**src/rtl/ssd1306_pkg.sv**
```systemverilog
// ssd1306_pkg: shared types for the SSD1306 4-wire SPI transmitter.
//   state_e : transmitter FSM states
//   entry_t : one FIFO word, {dc, data}
package ssd1306_pkg;

    localparam int BITS_PER_BYTE = 8;

    typedef enum logic [2:0] {
        IDLE,
        SETUP,
        SHIFT,
        HOLD,
        GAP
    } state_e;

    typedef struct packed {
        logic                     dc;
        logic [BITS_PER_BYTE-1:0] data;
    } entry_t;

endpackage

```
**src/rtl/tqv_sync_fifo.sv**
```systemverilog
// tqv_sync_fifo: single-clock FIFO with registered pointers.
//   clk, rst_n        : clock, async active-low reset (flushes pointers)
//   push_i, wdata_i   : write request / data (ignored when full)
//   pop_i, rdata_o    : read request / head-of-queue data (ignored when empty)
//   full_o, empty_o   : occupancy flags
// Pointers carry one extra MSB so full and empty can be told apart.
module tqv_sync_fifo #(
    parameter int WIDTH = 9,
    parameter int DEPTH = 4
) (
    input  logic             clk,
    input  logic             rst_n,
    input  logic             push_i,
    input  logic [WIDTH-1:0] wdata_i,
    input  logic             pop_i,
    output logic [WIDTH-1:0] rdata_o,
    output logic             full_o,
    output logic             empty_o
);
    localparam int AW = $clog2(DEPTH);

    logic [WIDTH-1:0] mem_q [DEPTH];
    logic [AW:0]      wptr_q;
    logic [AW:0]      rptr_q;
    logic             do_push;
    logic             do_pop;

    assign full_o  = (wptr_q[AW] != rptr_q[AW]) && (wptr_q[AW-1:0] == rptr_q[AW-1:0]);
    assign empty_o = (wptr_q == rptr_q);
    assign do_push = push_i && !full_o;
    assign do_pop  = pop_i && !empty_o;
    assign rdata_o = mem_q[rptr_q[AW-1:0]];

    always_ff @(posedge clk or negedge rst_n) begin
        if (!rst_n) begin
            wptr_q <= '0;
            rptr_q <= '0;
        end else begin
            if (do_push) wptr_q <= wptr_q + 1'b1;
            if (do_pop)  rptr_q <= rptr_q + 1'b1;
        end
    end

    always_ff @(posedge clk) begin
        if (do_push) mem_q[wptr_q[AW-1:0]] <= wdata_i;
    end

endmodule

```
**src/rtl/ssd1306_spi4_tx.sv**
```systemverilog
// ssd1306_spi4_tx: 4-wire SPI (mode 0, MSB first) transmitter for an SSD1306.
//   clk, rst_n          : clock, async active-low reset
//   tx_valid/tx_ready   : word handshake, tx_ready = !fifo_full
//   tx_data, tx_dc      : byte and D/C# flag (0=command, 1=display data)
//   busy_o              : FSM active or FIFO holding words
//   cs_o, sck_o, sdo_o, dc_o : registered SPI pins (CS# active low, SCLK idle low)
//
// state | meaning
// IDLE  | CS# high, waiting for a FIFO word
// SETUP | CS# low, first bit on SDIN, one half-period before first rise
// SHIFT | SCLK toggling; next byte chained at the 8th fall if one is queued
// HOLD  | SCLK low, one half-period before CS# rises
// GAP   | CS# high for CS_GAP half-periods, no pops
module ssd1306_spi4_tx
    import ssd1306_pkg::*;
#(
    parameter int CLK_DIV    = 2,
    parameter int FIFO_DEPTH = 4,
    parameter int CS_GAP     = 1
) (
    input  logic       clk,
    input  logic       rst_n,
    input  logic       tx_valid,
    output logic       tx_ready,
    input  logic [7:0] tx_data,
    input  logic       tx_dc,
    output logic       busy_o,
    output logic       cs_o,
    output logic       sck_o,
    output logic       sdo_o,
    output logic       dc_o
);
    localparam int HC_W = (CLK_DIV > 1) ? $clog2(CLK_DIV) : 1;
    localparam int GC_W = (CS_GAP > 1) ? $clog2(CS_GAP) : 1;
    localparam logic [HC_W-1:0] HC_LAST  = HC_W'(CLK_DIV - 1);
    localparam logic [GC_W-1:0] GC_LAST  = GC_W'(CS_GAP - 1);
    localparam logic [2:0]      BIT_LAST = 3'(BITS_PER_BYTE - 1);

    state_e          state_q, state_d;
    logic [HC_W-1:0] hc_q, hc_d;
    logic [GC_W-1:0] gc_q, gc_d;
    logic [2:0]      bit_q, bit_d;
    logic [7:0]      sh_q, sh_d;
    logic            cs_q, cs_d;
    logic            sck_q, sck_d;
    logic            sdo_q, sdo_d;
    logic            dc_q, dc_d;
    logic            tick;
    logic            fifo_pop;
    logic            fifo_full;
    logic            fifo_empty;
    entry_t          head;

    tqv_sync_fifo #(
        .WIDTH (BITS_PER_BYTE + 1),
        .DEPTH (FIFO_DEPTH)
    ) u_fifo (
        .clk     (clk),
        .rst_n   (rst_n),
        .push_i  (tx_valid),
        .wdata_i ({tx_dc, tx_data}),
        .pop_i   (fifo_pop),
        .rdata_o (head),
        .full_o  (fifo_full),
        .empty_o (fifo_empty)
    );

    assign tx_ready = !fifo_full;
    assign busy_o   = (state_q != IDLE) || !fifo_empty;
    assign tick     = (hc_q == HC_LAST);
    assign cs_o     = cs_q;
    assign sck_o    = sck_q;
    assign sdo_o    = sdo_q;
    assign dc_o     = dc_q;

    always_comb begin
        state_d  = state_q;
        gc_d     = gc_q;
        bit_d    = bit_q;
        sh_d     = sh_q;
        cs_d     = cs_q;
        sck_d    = sck_q;
        sdo_d    = sdo_q;
        dc_d     = dc_q;
        fifo_pop = 1'b0;
        case (state_q)
            IDLE: begin
                if (!fifo_empty) begin
                    fifo_pop = 1'b1;
                    sh_d     = head.data;
                    sdo_d    = head.data[7];
                    dc_d     = head.dc;
                    cs_d     = 1'b0;
                    bit_d    = '0;
                    state_d  = SETUP;
                end
            end
            SETUP: begin
                if (tick) state_d = SHIFT;
            end
            SHIFT: begin
                if (tick) begin
                    sck_d = !sck_q;
                    if (sck_q) begin
                        if (bit_q != BIT_LAST) begin
                            bit_d = bit_q + 1'b1;
                            // rotate rather than shift so every bit stays live
                            sh_d  = {sh_q[6:0], sh_q[7]};
                            sdo_d = sh_q[6];
                        end else if (!fifo_empty) begin
                            // chain the next byte inside the same CS# frame
                            fifo_pop = 1'b1;
                            sh_d     = head.data;
                            sdo_d    = head.data[7];
                            dc_d     = head.dc;
                            bit_d    = '0;
                        end else begin
                            state_d = HOLD;
                        end
                    end
                end
            end
            HOLD: begin
                if (tick) begin
                    cs_d    = 1'b1;
                    gc_d    = '0;
                    state_d = GAP;
                end
            end
            GAP: begin
                if (tick) begin
                    if (gc_q == GC_LAST) state_d = IDLE;
                    else                 gc_d = gc_q + 1'b1;
                end
            end
            default: state_d = IDLE;
        endcase
        hc_d = (tick || (state_d != state_q)) ? '0 : hc_q + 1'b1;
    end

    always_ff @(posedge clk or negedge rst_n) begin
        if (!rst_n) begin
            state_q <= IDLE;
            hc_q    <= '0;
            gc_q    <= '0;
            bit_q   <= '0;
            sh_q    <= '0;
            cs_q    <= 1'b1;
            sck_q   <= 1'b0;
            sdo_q   <= 1'b0;
            dc_q    <= 1'b0;
        end else begin
            state_q <= state_d;
            hc_q    <= hc_d;
            gc_q    <= gc_d;
            bit_q   <= bit_d;
            sh_q    <= sh_d;
            cs_q    <= cs_d;
            sck_q   <= sck_d;
            sdo_q   <= sdo_d;
            dc_q    <= dc_d;
        end
    end

endmodule

```
**config.mk**
```make
export PLATFORM = sky130hd
export DESIGN_NAME = ssd1306_spi4_tx
export DESIGN_NICKNAME = d
export VERILOG_FILES = /design/src/rtl/ssd1306_pkg.sv /design/src/rtl/tqv_sync_fifo.sv /design/src/rtl/ssd1306_spi4_tx.sv
export SDC_FILE = /design/constraint.sdc
export NUM_CORES = 1
export LEC_CHECK = 0
export ABC_AREA = 1
export CAP_MARGIN = 20
export CORE_ASPECT_RATIO = 2
export CORE_UTILIZATION = 50
export CTS_BUF_LIST = sky130_fd_sc_hd__clkbuf_4
export DETAILED_ROUTE_END_ITERATION = 8
export GPL_ROUTABILITY_DRIVEN = 0
export MAX_ROUTING_LAYER = met4
export PLACE_DENSITY_LB_ADDON = 0.25
export SETUP_SLACK_MARGIN = 0.02
export SLEW_MARGIN = 20
export SYNTH_ARGS = -nofsm -noshare
export SYNTH_HDL_FRONTEND = slang
export SYNTH_SLANG_ARGS = --single-unit
export TNS_END_PERCENT = 1
```
**constraint.sdc**
```tcl
create_clock -name clk -period 2.2 [get_ports clk]
set_clock_uncertainty 0.2 [all_clocks]
set_input_delay 0.22 -clock clk [delete_from_list [all_inputs] [get_ports clk]]
set_output_delay 0.22 -clock clk [all_outputs]
set_load 0.02 [all_outputs]
```
==> results.py <==
metrics = {
    "die": {
        "coreArea_mm2": 0.005468,
        "placement_rows": 38,
        "die-area_mm2": 0.006061,
        "die_y_um": 109.1,
        "die_x_um": 55.55,
        "start_util": 0.5245,
        "design.portCount": 18,
    },
    "clock_network": {
        "numClockSinks": 61,
        "clk_transition_reported_paths_ns": 0.09,
        "cts_htree_levels": 3,
        "ctsLongestPathBuffers": 2,
        "cts_buffers": 9,
        "clock_latency_of_the_later_clocked_register_in_the_worst_skew_pair_ns": 0.40,
        "clock_tree_from_tritoncts": "yes",
        "clk_root_buffer_cell": "sky130_fd_sc_hd__clkbuf_4",
    },
    "drt": {
        "drc_violation_count_after_routing": 0,
        "first_iter_violations": 79,
        "avgViaCountPerCell": 5.157,
        "firstDrtPassIters": 6,
        "drtAntennaViolNets": 0,
        "avgRoutedWirePerCell_um": 13.14,
        "route.vias.total": 1939,
        "wirelength_mm": 4.940,
    },
    "grt": {
        "grt_start_max_net_pins": 26,
        "grt_use_total": 0.2025,
        "grt_pass1_vias": 1942,
        "grt_pass1_wl_mm": 8.811,
        "gr-total-overflow": 0,
        "antenna_found_initial": 0,
    },
    "final_layout": {
        "final_core_util": 0.6002,
        "layout-drive-gt1-share": 0.2025,
        "most-common-layout-cells": "sky130_fd_sc_hd__nand2_1, sky130_fd_sc_hd__edfxtp_1, sky130_fd_sc_hd__nand3_1",
        "layout_commonest_cell": "sky130_fd_sc_hd__nand2_1",
        "areaGrowthSynthToFinish_pct": 14.44,
        "layout.nets": 330,
        "diodes": 0,
        "final_design_area_excluding_fillers_mm2": 0.003282,
    },
    "sta": {
        "min_clock_period_post_route_ns": 1.965,
        "highest_clock_frequency_the_design_can_meet_mhz": 509.0,
        "worst-slew-pin-transition_ns": 0.4986,
        "setup-violations-final": 0,
        "finalMaxSlewViolations": 0,
        "finalSetupTns_ns": 0,
        "maxSlewHeadroom": 0.6667,
        "finalWorstSetupSlack_ns": 0.2354,
        "final_min_period_over_clock_period": 0.8930,
        "final_hold_viol_count": 0,
        "rsz_0062_raised_after_global_routing": "false",
    },
    "synth": {
        "ys_warn_count": 0,
        "netlist_area_mm2": 0.002868,
        "netlist-cell-type-count": 33,
        "synth_sequential_area_ratio": 0.5955,
        "syn-num-nets": 297,
        "flip_flop_and_latch_count_after_synthesis": 61,
        "postSynthCellCount": 278,
        "synth.avg_cell_area_um2": 10.32,
    },
    "worst_setup_path": {
        "data_arrival_time_of_the_worst_path_ns": 1.54,
        "cp_data_required_time_ns": 1.78,
        "crit_path_max_fanout": 4,
        "r2r_setup_slack_ns": 0.32,
        "crit-reg2reg-launch": "bit_q[0]$_DFFE_PN0P_",
        "worst_setup_path_end_kind": "primary output",
        "timing.critical_path.from": "u_fifo.wptr_q[0]$_DFFE_PN0P_",
        "setup.worst_path.class": "reg -> out",
        "worst_setup_path_start_kind": "flip-flop",
        "timing.reg2reg.worst_path_depth": 7,
    },
    "power_and_ir_drop": {
        "total_power_mw": 4.743,
        "cellLeakagePower_nw": 1.429,
        "power.density_cell_area_mw_per_mm2": 1445,
        "irDropWorstVdd_v": 0.001074,
    },
    "placed_design": {
        "place_area_mm2": 0.003137,
        "port_buffers": 17,
        "pre_cts_ws_ns": 0.2756,
        "detailedPlacementHpwl_mm": 3.608,
    },
    "min_path": {
        "worstHoldStart": "tx_data[6]",
        "min_path_type": "in -> reg",
        "cells_on_worst_hold_path": 1,
    },
    "outcome": {
        "run_status": "finished, final reports clean",
    },
    "run": {
        "max-cap-violations": 0,
    },
}
synthesized netlist by cell type:
library cell | instances | area, um2
sky130_fd_sc_hd__a21boi_2 | 2 | 22.52
sky130_fd_sc_hd__a21oi_1 | 8 | 40.04
sky130_fd_sc_hd__a21oi_2 | 1 | 8.760
sky130_fd_sc_hd__a22oi_1 | 2 | 15.01
sky130_fd_sc_hd__buf_2 | 2 | 10.01
sky130_fd_sc_hd__buf_4 | 1 | 7.510
sky130_fd_sc_hd__buf_6 | 2 | 22.52
sky130_fd_sc_hd__clkbuf_1 | 3 | 11.26
sky130_fd_sc_hd__dfrtp_1 | 24 | 600.6
sky130_fd_sc_hd__dfstp_2 | 1 | 26.28
sky130_fd_sc_hd__edfxtp_1 | 36 | 1081
sky130_fd_sc_hd__ha_1 | 7 | 87.58
sky130_fd_sc_hd__inv_1 | 27 | 101.4
sky130_fd_sc_hd__inv_2 | 5 | 18.77
sky130_fd_sc_hd__nand2_1 | 68 | 255.2
sky130_fd_sc_hd__nand2_2 | 2 | 12.51
sky130_fd_sc_hd__nand2_4 | 3 | 33.78
sky130_fd_sc_hd__nand3_1 | 27 | 135.1
sky130_fd_sc_hd__nand3_2 | 2 | 20.02
sky130_fd_sc_hd__nand3_4 | 1 | 17.52
sky130_fd_sc_hd__nand4_1 | 7 | 43.79
sky130_fd_sc_hd__nand4_2 | 1 | 12.51
sky130_fd_sc_hd__nand4_4 | 1 | 21.27
sky130_fd_sc_hd__nor2_1 | 11 | 41.29
sky130_fd_sc_hd__nor2_2 | 14 | 87.58
sky130_fd_sc_hd__nor2_4 | 1 | 11.26
sky130_fd_sc_hd__nor3_1 | 2 | 10.01
sky130_fd_sc_hd__o21ai_0 | 8 | 40.04
sky130_fd_sc_hd__o21ai_1 | 3 | 15.01
sky130_fd_sc_hd__o21ai_4 | 1 | 16.27
sky130_fd_sc_hd__o22ai_1 | 1 | 6.260
sky130_fd_sc_hd__xnor2_1 | 1 | 8.760
sky130_fd_sc_hd__xor2_1 | 3 | 26.28
registers in the layout, summed over array words and instances, names as in the netlist:
signal         count
u_fifo.mem_q      36
sh_q               8
bit_q              3
state_q            3
u_fifo.rptr_q      3
u_fifo.wptr_q      3
cs_o               1
dc_o               1
hc_q               1
sck_o              1
sdo_o              1
worst paths after layout:
check                                                to
max                                            tx_ready
min                        u_fifo.mem_q[1][6]$_DFFE_PP_
max reg2reg                         sh_q[6]$_DFFE_PN0P_
min reg2reg                            dc_o$_DFFE_PN0P_
max in group asynchronous              cs_o$_DFFE_PN1P_
min in group asynchronous           sh_q[1]$_DFFE_PN0P_
metal layers:
layer,GRT usage,part of all wire
met4,0.1250,0.033
met3,0.05219,0.027
met2,0.3537,0.57
met1,0.1981,0.37
met5,-,0
power by group:
part           switching, mW  internal [mW]
Sequential             0.210           1.60
Combinational           1.42          0.803
Clock                  0.376          0.329
through the flow:
step / cells / hold WS, ns
5_1_grt: 376 / 0.2390
2_1_floorplan: 278 / -0.2756
3_5_place_dp: 357 / 0.2657
3_3_place_gp: 357 / 0.2600
4_1_cts: 374 / 0.2164
6_report: 376 / 0.2466
layout make-up:
class | instances | area, um2
Fill cell | 459 | 2186
Tap cell | 60 | 75.07
Sequential cell | 61 | 1710
Multi-Input combinational cell | 177 | 988.4
Clock inverter | 7 | 56.30
Timing Repair Buffer | 30 | 264.0
Inverter | 32 | 120.1
Clock buffer | 9 | 67.56
timing repair:
action | CTS | global route
setup endpoints to repair | 2 | 1
resized for setup | 3 | 4
hold endpoints to repair | 24 | 0
gates cloned | 0 | 0
buffers inserted | 0 | 2
hold buffers | 1 | 0
critical path, stage by stage (launching register included):
cell and delay (ns):
sky130_fd_sc_hd__dfrtp_2 0.44, sky130_fd_sc_hd__inv_2 0.09, sky130_fd_sc_hd__nand2_1 0.06, sky130_fd_sc_hd__nand2_1 0.08, sky130_fd_sc_hd__nand3_1 0.13, sky130_fd_sc_hd__dlygate4sd2_1 0.35
kinds of logic after synthesis:
group / Yosys count / share of synthesized area
AOI/OAI and AO/OA: 26 / 0.05716
and+or+nand+nor: 140 / 0.2448
adders and majority gates: 7 / 0.03054
buffers and inverters: 40 / 0.05978
DFF: 61 / 0.5956
xor gates and xnor gates: 4 / 0.01222
(Power assumes the default switching activity.)
